<file path="config.mk">
export PLATFORM = sky130hd
export DESIGN_NAME = lsu_bus
export DESIGN_NICKNAME = d
export VERILOG_FILES = /design/src/rtl/lsu_pkg.sv /design/src/rtl/lsu_align.sv /design/src/rtl/lsu_bus.sv
export SDC_FILE = /design/constraint.sdc
export NUM_CORES = 1
export LEC_CHECK = 0
export BUFFER_PORTS_ARGS = -buffer_cell sky130_fd_sc_hd__buf_2
export CAP_MARGIN = 15
export CORE_ASPECT_RATIO = 2
export CORE_MARGIN = 2
export CORE_UTILIZATION = 40
export CTS_CLUSTER_DIAMETER = 120
export DETAILED_ROUTE_END_ITERATION = 8
export MAX_ROUTING_LAYER = met4
export PLACE_DENSITY = 0.71
export SYNTH_ARGS = -nofsm -noshare
export SYNTH_HDL_FRONTEND = slang
export SYNTH_SLANG_ARGS = --single-unit
</file>
<file path="constraint.sdc">
create_clock -name clk -period 2.3 [get_ports clk]
set_input_delay 0.46 -clock clk [delete_from_list [all_inputs] [get_ports clk]]
set_output_delay 0.46 -clock clk [all_outputs]
set_load 0.03 [all_outputs]
</file>
<file path="src/rtl/lsu_pkg.sv">
// Shared types and constants for the load/store bus unit.
// The FSM state encoding, RV32I funct3 codes and request legality check live here.
package lsu_pkg;

   typedef enum logic [1:0] {
      ST_IDLE,
      ST_REQ,
      ST_WAIT_R,
      ST_RESP
   } lsu_state_e;

   localparam logic [2:0] F3_B  = 3'b000;
   localparam logic [2:0] F3_H  = 3'b001;
   localparam logic [2:0] F3_W  = 3'b010;
   localparam logic [2:0] F3_BU = 3'b100;
   localparam logic [2:0] F3_HU = 3'b101;

   // Wide enough for the largest supported MAX_WAIT of 1023.
   localparam int WAIT_W = 10;

   function automatic logic req_error(input logic is_store, input logic [2:0] f3,
                                      input logic [1:0] addr_lo);
      logic err;
      case (f3)
         F3_B, F3_BU: err = 1'b0;
         F3_H, F3_HU: err = addr_lo[0];
         F3_W:        err = (addr_lo != 2'b00);
         default:     err = 1'b1;
      endcase
      if (is_store && f3 == 3'b111) begin
         err = 1'b1;
      end
      return err;
   endfunction

endpackage

</file>
<file path="src/rtl/lsu_align.sv">
// Byte-lane alignment: store strobes and replication, plus load lane
// extraction with sign or zero extension.
module lsu_align
   import lsu_pkg::*;
(
   input  logic [2:0]  funct3_i,
   input  logic [1:0]  addr_lo_i,
   input  logic [31:0] wdata_i,
   input  logic [31:0] rdata_i,
   output logic [3:0]  wstrb_o,
   output logic [31:0] wdata_o,
   output logic [31:0] rdata_o
);

   logic [31:0] lane;

   always_comb begin
      wstrb_o = 4'b1111;
      wdata_o = wdata_i;
      rdata_o = '0;
      lane    = rdata_i >> {addr_lo_i, 3'b000};

      case (funct3_i[1:0])
         2'b00: begin
            wstrb_o = 4'b0001 << addr_lo_i;
            wdata_o = {4{wdata_i[7:0]}};
         end
         2'b01: begin
            wstrb_o = 4'b0011 << addr_lo_i;
            wdata_o = {2{wdata_i[15:0]}};
         end
         default: begin
            wstrb_o = 4'b1111;
            wdata_o = wdata_i;
         end
      endcase

      case (funct3_i)
         F3_B:    rdata_o = {{24{lane[7]}}, lane[7:0]};
         F3_H:    rdata_o = {{16{lane[15]}}, lane[15:0]};
         F3_BU:   rdata_o = {24'h0, lane[7:0]};
         F3_HU:   rdata_o = {16'h0, lane[15:0]};
         default: rdata_o = lane;
      endcase
   end

endmodule

</file>
<file path="src/rtl/lsu_bus.sv">
// Memory-stage load/store unit: accepts one request at a time, runs a single
// bus transaction with a timeout, and returns a one-cycle response pulse.
module lsu_bus
   import lsu_pkg::*;
#(
   parameter int MAX_WAIT = 255
) (
   input  logic        clk,
   input  logic        reset,
   input  logic        req_valid,
   output logic        req_ready,
   input  logic        req_write,
   input  logic [2:0]  req_funct3,
   input  logic [31:0] req_addr,
   input  logic [31:0] req_wdata,
   output logic        rsp_valid,
   output logic [31:0] rsp_rdata,
   output logic        rsp_err,
   output logic        busy,
   output logic        mem_valid,
   input  logic        mem_ready,
   output logic        mem_we,
   output logic [31:0] mem_addr,
   output logic [3:0]  mem_wstrb,
   output logic [31:0] mem_wdata,
   input  logic        mem_rvalid,
   input  logic [31:0] mem_rdata
);

   lsu_state_e        state_q, state_d;
   logic [WAIT_W-1:0] cnt_q, cnt_d;
   logic [2:0]        funct3_q, funct3_d;
   logic [1:0]        addr_lo_q, addr_lo_d;
   logic              mem_valid_q, mem_valid_d;
   logic              mem_we_q, mem_we_d;
   logic [31:0]       mem_addr_q, mem_addr_d;
   logic [3:0]        mem_wstrb_q, mem_wstrb_d;
   logic [31:0]       mem_wdata_q, mem_wdata_d;
   logic [31:0]       rsp_rdata_q, rsp_rdata_d;
   logic              rsp_err_q, rsp_err_d;

   logic [2:0]        al_funct3;
   logic [1:0]        al_addr_lo;
   logic [3:0]        al_wstrb;
   logic [31:0]       al_wdata;
   logic [31:0]       al_rdata;
   logic              timeout;

   // One aligner serves both directions: live request fields while idle
   // (store formatting), captured fields afterwards (load extension).
   assign al_funct3  = (state_q == ST_IDLE) ? req_funct3    : funct3_q;
   assign al_addr_lo = (state_q == ST_IDLE) ? req_addr[1:0] : addr_lo_q;
   assign timeout    = (cnt_q == WAIT_W'(MAX_WAIT - 1));

   lsu_align u_align (
      .funct3_i  (al_funct3),
      .addr_lo_i (al_addr_lo),
      .wdata_i   (req_wdata),
      .rdata_i   (mem_rdata),
      .wstrb_o   (al_wstrb),
      .wdata_o   (al_wdata),
      .rdata_o   (al_rdata)
   );

   always_ff @(posedge clk or negedge reset) begin
      if (!reset) begin
         state_q     <= ST_IDLE;
         cnt_q       <= '0;
         funct3_q    <= '0;
         addr_lo_q   <= '0;
         mem_valid_q <= 1'b0;
         mem_we_q    <= 1'b0;
         mem_addr_q  <= '0;
         mem_wstrb_q <= '0;
         mem_wdata_q <= '0;
         rsp_rdata_q <= '0;
         rsp_err_q   <= 1'b0;
      end else begin
         state_q     <= state_d;
         cnt_q       <= cnt_d;
         funct3_q    <= funct3_d;
         addr_lo_q   <= addr_lo_d;
         mem_valid_q <= mem_valid_d;
         mem_we_q    <= mem_we_d;
         mem_addr_q  <= mem_addr_d;
         mem_wstrb_q <= mem_wstrb_d;
         mem_wdata_q <= mem_wdata_d;
         rsp_rdata_q <= rsp_rdata_d;
         rsp_err_q   <= rsp_err_d;
      end
   end

   always_comb begin
      state_d     = state_q;
      cnt_d       = cnt_q;
      funct3_d    = funct3_q;
      addr_lo_d   = addr_lo_q;
      mem_valid_d = mem_valid_q;
      mem_we_d    = mem_we_q;
      mem_addr_d  = mem_addr_q;
      mem_wstrb_d = mem_wstrb_q;
      mem_wdata_d = mem_wdata_q;
      rsp_rdata_d = '0;
      rsp_err_d   = 1'b0;

      case (state_q)
         ST_IDLE: begin
            if (req_valid) begin
               funct3_d  = req_funct3;
               addr_lo_d = req_addr[1:0];
               if (req_error(req_write, req_funct3, req_addr[1:0])) begin
                  state_d   = ST_RESP;
                  rsp_err_d = 1'b1;
               end else begin
                  state_d     = ST_REQ;
                  cnt_d       = '0;
                  mem_valid_d = 1'b1;
                  mem_we_d    = req_write;
                  mem_addr_d  = {req_addr[31:2], 2'b00};
                  mem_wstrb_d = req_write ? al_wstrb : 4'b0000;
                  mem_wdata_d = req_write ? al_wdata : 32'h0;
               end
            end
         end
         ST_REQ: begin
            if (mem_ready) begin
               mem_valid_d = 1'b0;
               if (mem_we_q) begin
                  state_d = ST_RESP;
               end else begin
                  state_d = ST_WAIT_R;
                  cnt_d   = '0;
               end
            end else if (timeout) begin
               mem_valid_d = 1'b0;
               state_d     = ST_RESP;
               rsp_err_d   = 1'b1;
            end else begin
               cnt_d = cnt_q + 1'b1;
            end
         end
         ST_WAIT_R: begin
            if (mem_rvalid) begin
               state_d     = ST_RESP;
               rsp_rdata_d = al_rdata;
            end else if (timeout) begin
               state_d   = ST_RESP;
               rsp_err_d = 1'b1;
            end else begin
               cnt_d = cnt_q + 1'b1;
            end
         end
         ST_RESP: begin
            state_d = ST_IDLE;
         end
         default: begin
            state_d = ST_IDLE;
         end
      endcase
   end

   assign req_ready = (state_q == ST_IDLE);
   assign busy      = ~req_ready;
   assign rsp_valid = (state_q == ST_RESP);
   assign rsp_rdata = rsp_rdata_q;
   assign rsp_err   = rsp_err_q;
   assign mem_valid = mem_valid_q;
   assign mem_we    = mem_we_q;
   assign mem_addr  = mem_addr_q;
   assign mem_wstrb = mem_wstrb_q;
   assign mem_wdata = mem_wdata_q;

endmodule

</file>
==> results of run 1 <==
-- worst register-to-register path, delay by kind of cell, from the launching register on --
kind                       cells  cell delay, ns
AOI/OAI and AO/OA              2            0.36
and+or+nand+nor                2            0.47
muxes                          1            0.39
adders and majority gates      1            0.34
buffers and inverters          1            0.15
DFF                            1            0.41
-- layout by cell type, fill, tap and decap left out, types with 3 or more instances in the layout --
cell and count:
buf_2 207, nand2_1 186, dfrtp_1 118, nor2_1 37
a21oi_1 35, buf_4 26, mux2i_1 24, nand3_1 24
clkbuf_16 17, o21ai_0 16, o21ai_1 15, o31ai_1 12
a22o_1 11, a211oi_1 11, and3_1 9, o2bb2ai_1 8
o221ai_1 8, inv_1 7, mux2_2 7, nand2b_1 7
buf_12 7, nor2b_1 5, ha_1 5, bufinv_16 5
nor3_1 4, or4_1 4, and2_1 4, clkinvlp_4 3
xnor2_1 3, clkbuf_8 3, clkinv_2 3
-- state kept, by name (all words and copies together) (netlist names), 2 cells and up --
register and cells:
mem_addr 30, addr_lo_q 2, rsp_rdata 32, mem_wstrb 4
mem_wdata 32, funct3_q 3, cnt_q 10, state_q 2
-- metal layers --
layer	GRT usage	vias to the layer above
li1	-	2636
met1	0.249	2674
met2	0.412	224
met3	0.0413	59
met4	0.127	0
met5	-	-
-- cells by family after synthesis --
| group | synth area share |
|---|---|
| compound gates | 0.159 |
| buf+inv | 0.0359 |
| xor+xnor | 0.00454 |
| other cells | 0.000648 |
| fa+ha+maj | 0.0130 |
| simple gates | 0.217 |
| mux | 0.0607 |
| flops | 0.510 |
-- per-stage QoR --
stage | instance area, um2 | util | instances | setup TNS (ns) | worst slack, ns
CTS | 7940 | 0.557 | 1062 | 0 | 0.0276
global placement | 7250 | 0.508 | 1028 | 0 | 0.0611
floorplan | 5810 | - | 639 | 0 | 0.00803
detailed placement | 7250 | 0.508 | 1028 | -0.0608 | -0.0439
finish | 7970 | 0.558 | 1063 | 0 | 0.0966
global route | 7970 | 0.558 | 1062 | 0 | 0.0160
-- power groups by stage --
stage | clock network, W | logic [W] | registers [W]
after floorplan | 0 | 0.00257 | 0.00456
final | 0.00296 | 0.00590 | 0.00326
after global routing | 0.00310 | 0.00635 | 0.00335
after CTS | 0.00301 | 0.00590 | 0.00326
after global placement | 0 | 0.00575 | 0.00327
after detailed placement | 0 | 0.00584 | 0.00328
-- timing repair --
item,4_1_cts,5_1_grt
hold buffers,1,0
endpoints found under the setup margin,3,13
endpoints found under the hold margin,24,0
buffers inserted,1,0
resized for setup,1,4
-- cell type report --
class	count	area, um2
Sequential cell	118	2950
Antenna cell	1	2.50
Inverter	8	33.8
Clock buffer	20	467
Fill cell	1329	6300
Clock inverter	12	198
Tap cell	192	240
Multi-Input combinational cell	471	2690
Timing Repair Buffer	241	1380
-- final timing paths --
check                           endpoint  slack [ns]  depth (start not counted)
max in group asynchronous    funct3_q[2]        1.21                          3
hold reg to reg             mem_wdata[6]        0.46                          2
min in group asynchronous  rsp_rdata[28]        0.51                          2
setup / recovery           rsp_rdata[10]         0.1                          7
hold / removal              mem_addr[25]        0.23                          3
setup reg to reg           rsp_rdata[10]         0.1                          7
==> flow_summary.yaml, run 1 <==
outcome:
  outcome: "finished, final reports clean"
grt:
  antenna_found_initial: 0
  grt-ovfl-total: 0
  grt_pass1_vias: 5460
  grt_max_degree: 85
  track_usage: 0.238
  grt_pass1_wl_mm: 27.5
layout:
  fin_nets: 968
  area_growth_pct: 37.6
  drive_above_1_share: 0.341
critical_path:
  crit_arrival_ns: 2.53
  critPathSlowestCell: "dfrtp_1"
  crit_path_start_kind: "flop"
  crit_chain: "inv_1 -> ha_4 -> mux2_2 -> nor2_1 -> o2bb2ai_1 -> nand2_1 -> a21oi_1"
  path_delay_family: "simple AND/OR/NAND/NOR gates"
  cpPeakStageDelay_ns: 0.41
  crit_buf_inv: 1
  end_kind: "flop"
  worst_ep_required_time_ns: 2.63
  crit_fanout: 19
  crit_start: "state_q[0]"
  r2r-start: "state_q[0]"
  critPathKind: "flop to flop"
sta:
  fmax_ghz: 0.454
  hold_ws_ns: 0.231
  timing.final.crit_share: 0.958
  tightestPinTransition_ns: 0.530
  hold_viol: 0
  setup_violations: 0
  rsz0062_at_grt: "false"
  slew_headroom: 0.643
  drv_slew: 0
  fin_skew_ns: 0.00735
  period_needed_ns: 2.20
synthesis:
  synth_edf_count: 0
  yosysTopAreaCellShare: 0.510
  ys_ff_latch: 118
  yosysTopAreaCell: "dfrtp_1"
  synth.avg_cell_area_um2: 9.07
  ys.flop_type: "dfrtp_1"
  yosys-top-cells-area: "dfrtp_1, nand2_1, mux2i_1"
  synth_warnings: 0
  yosysSeqAreaShare: 0.510
  netlist_area_um2: 5790
  synth_cell_types: 49
  async_flop_share: 1.00
  ys_top_cells_by_count: "nand2_1, dfrtp_1, nor2_1"
  synth_most_common_cell: "nand2_1"
  synth_cells: 638
power:
  p_seq_frac: 0.269
  ir_worst_vdd_mv: 0.741
  p_sw_frac: 0.433
  p_per_area_nw_per_um2: 1520
  p_sw_w: 0.00524
  total_power_w: 0.0121
  p_int_w: 0.00687
  p_leak_nw: 4.20
  power_frac_comb: 0.487
  power_frac_clock: 0.244
clock_network:
  insertion_delay_ns: 0.41
  path_clk_slew_ns: 0.06
  clk_path_buf_depth: 2
  root_buffer: "clkbuf_16"
  htree_levels: 4
  cts_sinks: 118
  tritoncts: "built"
  cts_made_buffers: 17
floorplanning:
  fp-row-count: 62
  start_util: 0.406
  die_area_um2: 15500
  die_width_um: 89.1
  die_y_um: 174
  design.portCount: 211
  coreArea_um2: 14300
drt:
  wirelength_mm: 17.8
  avgRoutedWirePerCell_um: 16.7
  ant_nets: 0
  topRoutingLayerUsed: "met4"
  dr.pass1.iters: 4
  viasPerCell: 5.26
  vias: 5593
  wl_met3_um: 829
  drc: 0
  drtIter0Drc: 357
  wl_met2_mm: 9.80
  drt-met1-wl_mm: 6.40
run:
  maxCapViolCount: 0
placement:
  place_hpwl_mm: 13.0
  io_buffers: 208
  gp_congestion: 0.934
hold_path:
  min_from: "req_addr[25]"
  hold_class: "input pin to flop"
Power figures use the tool's default switching activity.
==> inputs of run 2 (changes only) <==
- BUFFER_PORTS_ARGS: -buffer_cell sky130_fd_sc_hd__buf_2 -> default
- DONT_BUFFER_PORTS: default -> 1
- PLACE_DENSITY: 0.71 -> 0.58
- clock period: 2.3 -> 2 ns (I/O delays scaled with it)
==> run 2 against run 1 <==
The run now ends with negative hold slack, negative setup slack left. Clock power increased by 16%. First-iteration DRC count is 32% lower. Sequential power increased by 68%.
==> flow_summary.yaml, run 2 (synthesis results as in run 1) <==
outcome:
  outcome: "complete, but fails checks"
  violations: "negative hold slack, negative setup slack"
sta:
  setup_violations: 8
  rsz0062_at_grt: "true"
  drv_slew: 0
  fin_skew_ns: 0.00681
  period_needed_ns: 2.11
  fmax_ghz: 0.475
  timing.final.crit_share: 1.05
  worst_slack_ns: -0.106
  hold_ws_ns: -0.317
  hold_viol: 118
drt:
  vias: 5006
  dr.pass1.iters: 4
  avgRoutedWirePerCell_um: 20.7
  viasPerCell: 5.62
  wirelength_mm: 18.4
  drtIter0Drc: 244
  drc: 0
  ant_nets: 0
power:
  p_per_area_nw_per_um2: 1930
  ir_worst_vdd_mv: 0.835
  total_power_w: 0.0149
  p_leak_nw: 3.56
grt:
  grt_pass1_wl_mm: 27.4
  antenna_found_initial: 0
  grtUsageMet2: 0.411
  use_met3: 0.0613
  grt_use_met1: 0.248
  grt_pass1_vias: 5119
  busiest_layer: "met2"
  grt_max_degree: 119
  track_usage: 0.240
  grt-ovfl-total: 0
floorplanning:
  design.portCount: 211
  fp-row-count: 62
  coreArea_um2: 14300
  die_area_um2: 15500
  die_y_um: 174
  die_width_um: 89.1
  start_util: 0.406
layout:
  postLayoutCoreUtil: 0.541
  multi_input_area_um2: 3100
  fill_cells: 1274
  layout_common_cells: "nand2_1, dfrtp_1, buf_4, nor2_1, nand3_1"
  layout.cells.most_common: "nand2_1"
  drive_above_1_share: 0.275
  register_area_um2: 2950
  design_area_um2: 7720
  fin_nets: 796
  area_growth_pct: 33.4
  diodes: 0
critical_path:
  critPathKind: "flop to flop"
  worstRegToRegCells: 7
  worst_ep_required_time_ns: 2.31
  crit_chain: "inv_4 -> ha_2 -> a32o_2 -> or2_4 -> a21o_4 -> or4_4 -> o41ai_2"
  crit_arrival_ns: 2.41
  crit_fanout: 6
  end_kind: "flop"
  cpPeakStageDelay_ns: 0.44
  crit_path_start_kind: "flop"
  critPathSlowestCell: "or4_4"
clock_network:
  clk_path_buf_depth: 2
  path_clk_slew_ns: 0.06
  root_buffer: "clkbuf_16"
  tritoncts: "built"
  cts_made_buffers: 17
  cts_sinks: 118
  htree_levels: 4
  insertion_delay_ns: 0.41
placement:
  io_buffers: 0
  place_hpwl_mm: 12.7
  gp_congestion: 0.950
  dpl-instance-area_um2: 6450
hold_path:
  hold_class: "input pin to async pin"
run:
  maxCapViolCount: 0
-- run 2: cell types whose count changed in the layout (fill, tap and decap cells not counted), moves of 7 or more --
| cell | change |
|---|---|
| o21ai_0 | -7 |
| buf_2 | -207 |
| a21oi_2 | +19 |
| o2bb2ai_1 | -7 |
| buf_4 | +18 |
| mux2i_4 | +7 |
| buf_6 | +10 |
| mux2i_1 | -8 |
| a21oi_1 | -20 |
-- run 2: worst paths after layout --
path,start,to,slack (ns)
max in group asynchronous,reset,mem_wdata[17],2.07
min reg2reg,cnt_q[9],cnt_q[9],0.53
min in group clk,req_addr[9],mem_addr[9],0.09
min,reset,rsp_rdata[26],-0.32
max reg2reg,state_q[0],cnt_q[8],-0.11
max,state_q[0],cnt_q[8],-0.11
-- run 2: layer usage --
metal  vias to the layer above  wire, um
li1                       2300         -
met1                      2453      6270
met2                       212     10200
met3                        41      1260
met4                         0       690
met5                         -         0
-- run 2: timing repair --
| item | in CTS | in global routing |
|---|---|---|
| pin swaps | 7 | 29 |
| cloned | 0 | 3 |
| resized for setup | 14 | 83 |
| hold endpoints to repair | 118 | 118 |
| endpoints found under the setup margin | 40 | 58 |
| setup buffers | 4 | 18 |
-- run 2: area by class of cell --
class                      instances  share of cell area
clock inverter                    11              0.0254
inverter                           8             0.00470
clock buffer                      21              0.0609
sequential                       118               0.382
timing repair buffer              69              0.0943
multi-input combinational        471               0.401
tap                              192              0.0311
-- run 2: where the power goes --
part | total (W) | switching [W] | leakage (nW) | internal, W
sequential | 0.00549 | 0.00226 | 1.54 | 0.00323
combinational | 0.00600 | 0.00311 | 1.70 | 0.00288
clock | 0.00344 | 0.00113 | 0.319 | 0.00231
-- run 2: per-stage QoR --
step                setup WS, ns  TNS, ns  instances  hold slack [ns]
global route              -0.174    -2.09        890           -0.340
finish                    -0.106   -0.345        890           -0.317
global placement         -0.0569   -0.310        836            0.107
detailed placement        -0.152    -1.95        836            0.107
floorplan                -0.0573   -0.419        639            0.104
CTS                       -0.109   -0.329        872           -0.336
-- run 2: worst max-delay path: cells and delay by family, from the launching register on --
family | cells | cell delay (ns)
buf+inv | 1 | 0.06
fa+ha+maj | 1 | 0.19
flops | 1 | 0.42
simple gates | 2 | 0.69
compound gates | 3 | 0.65
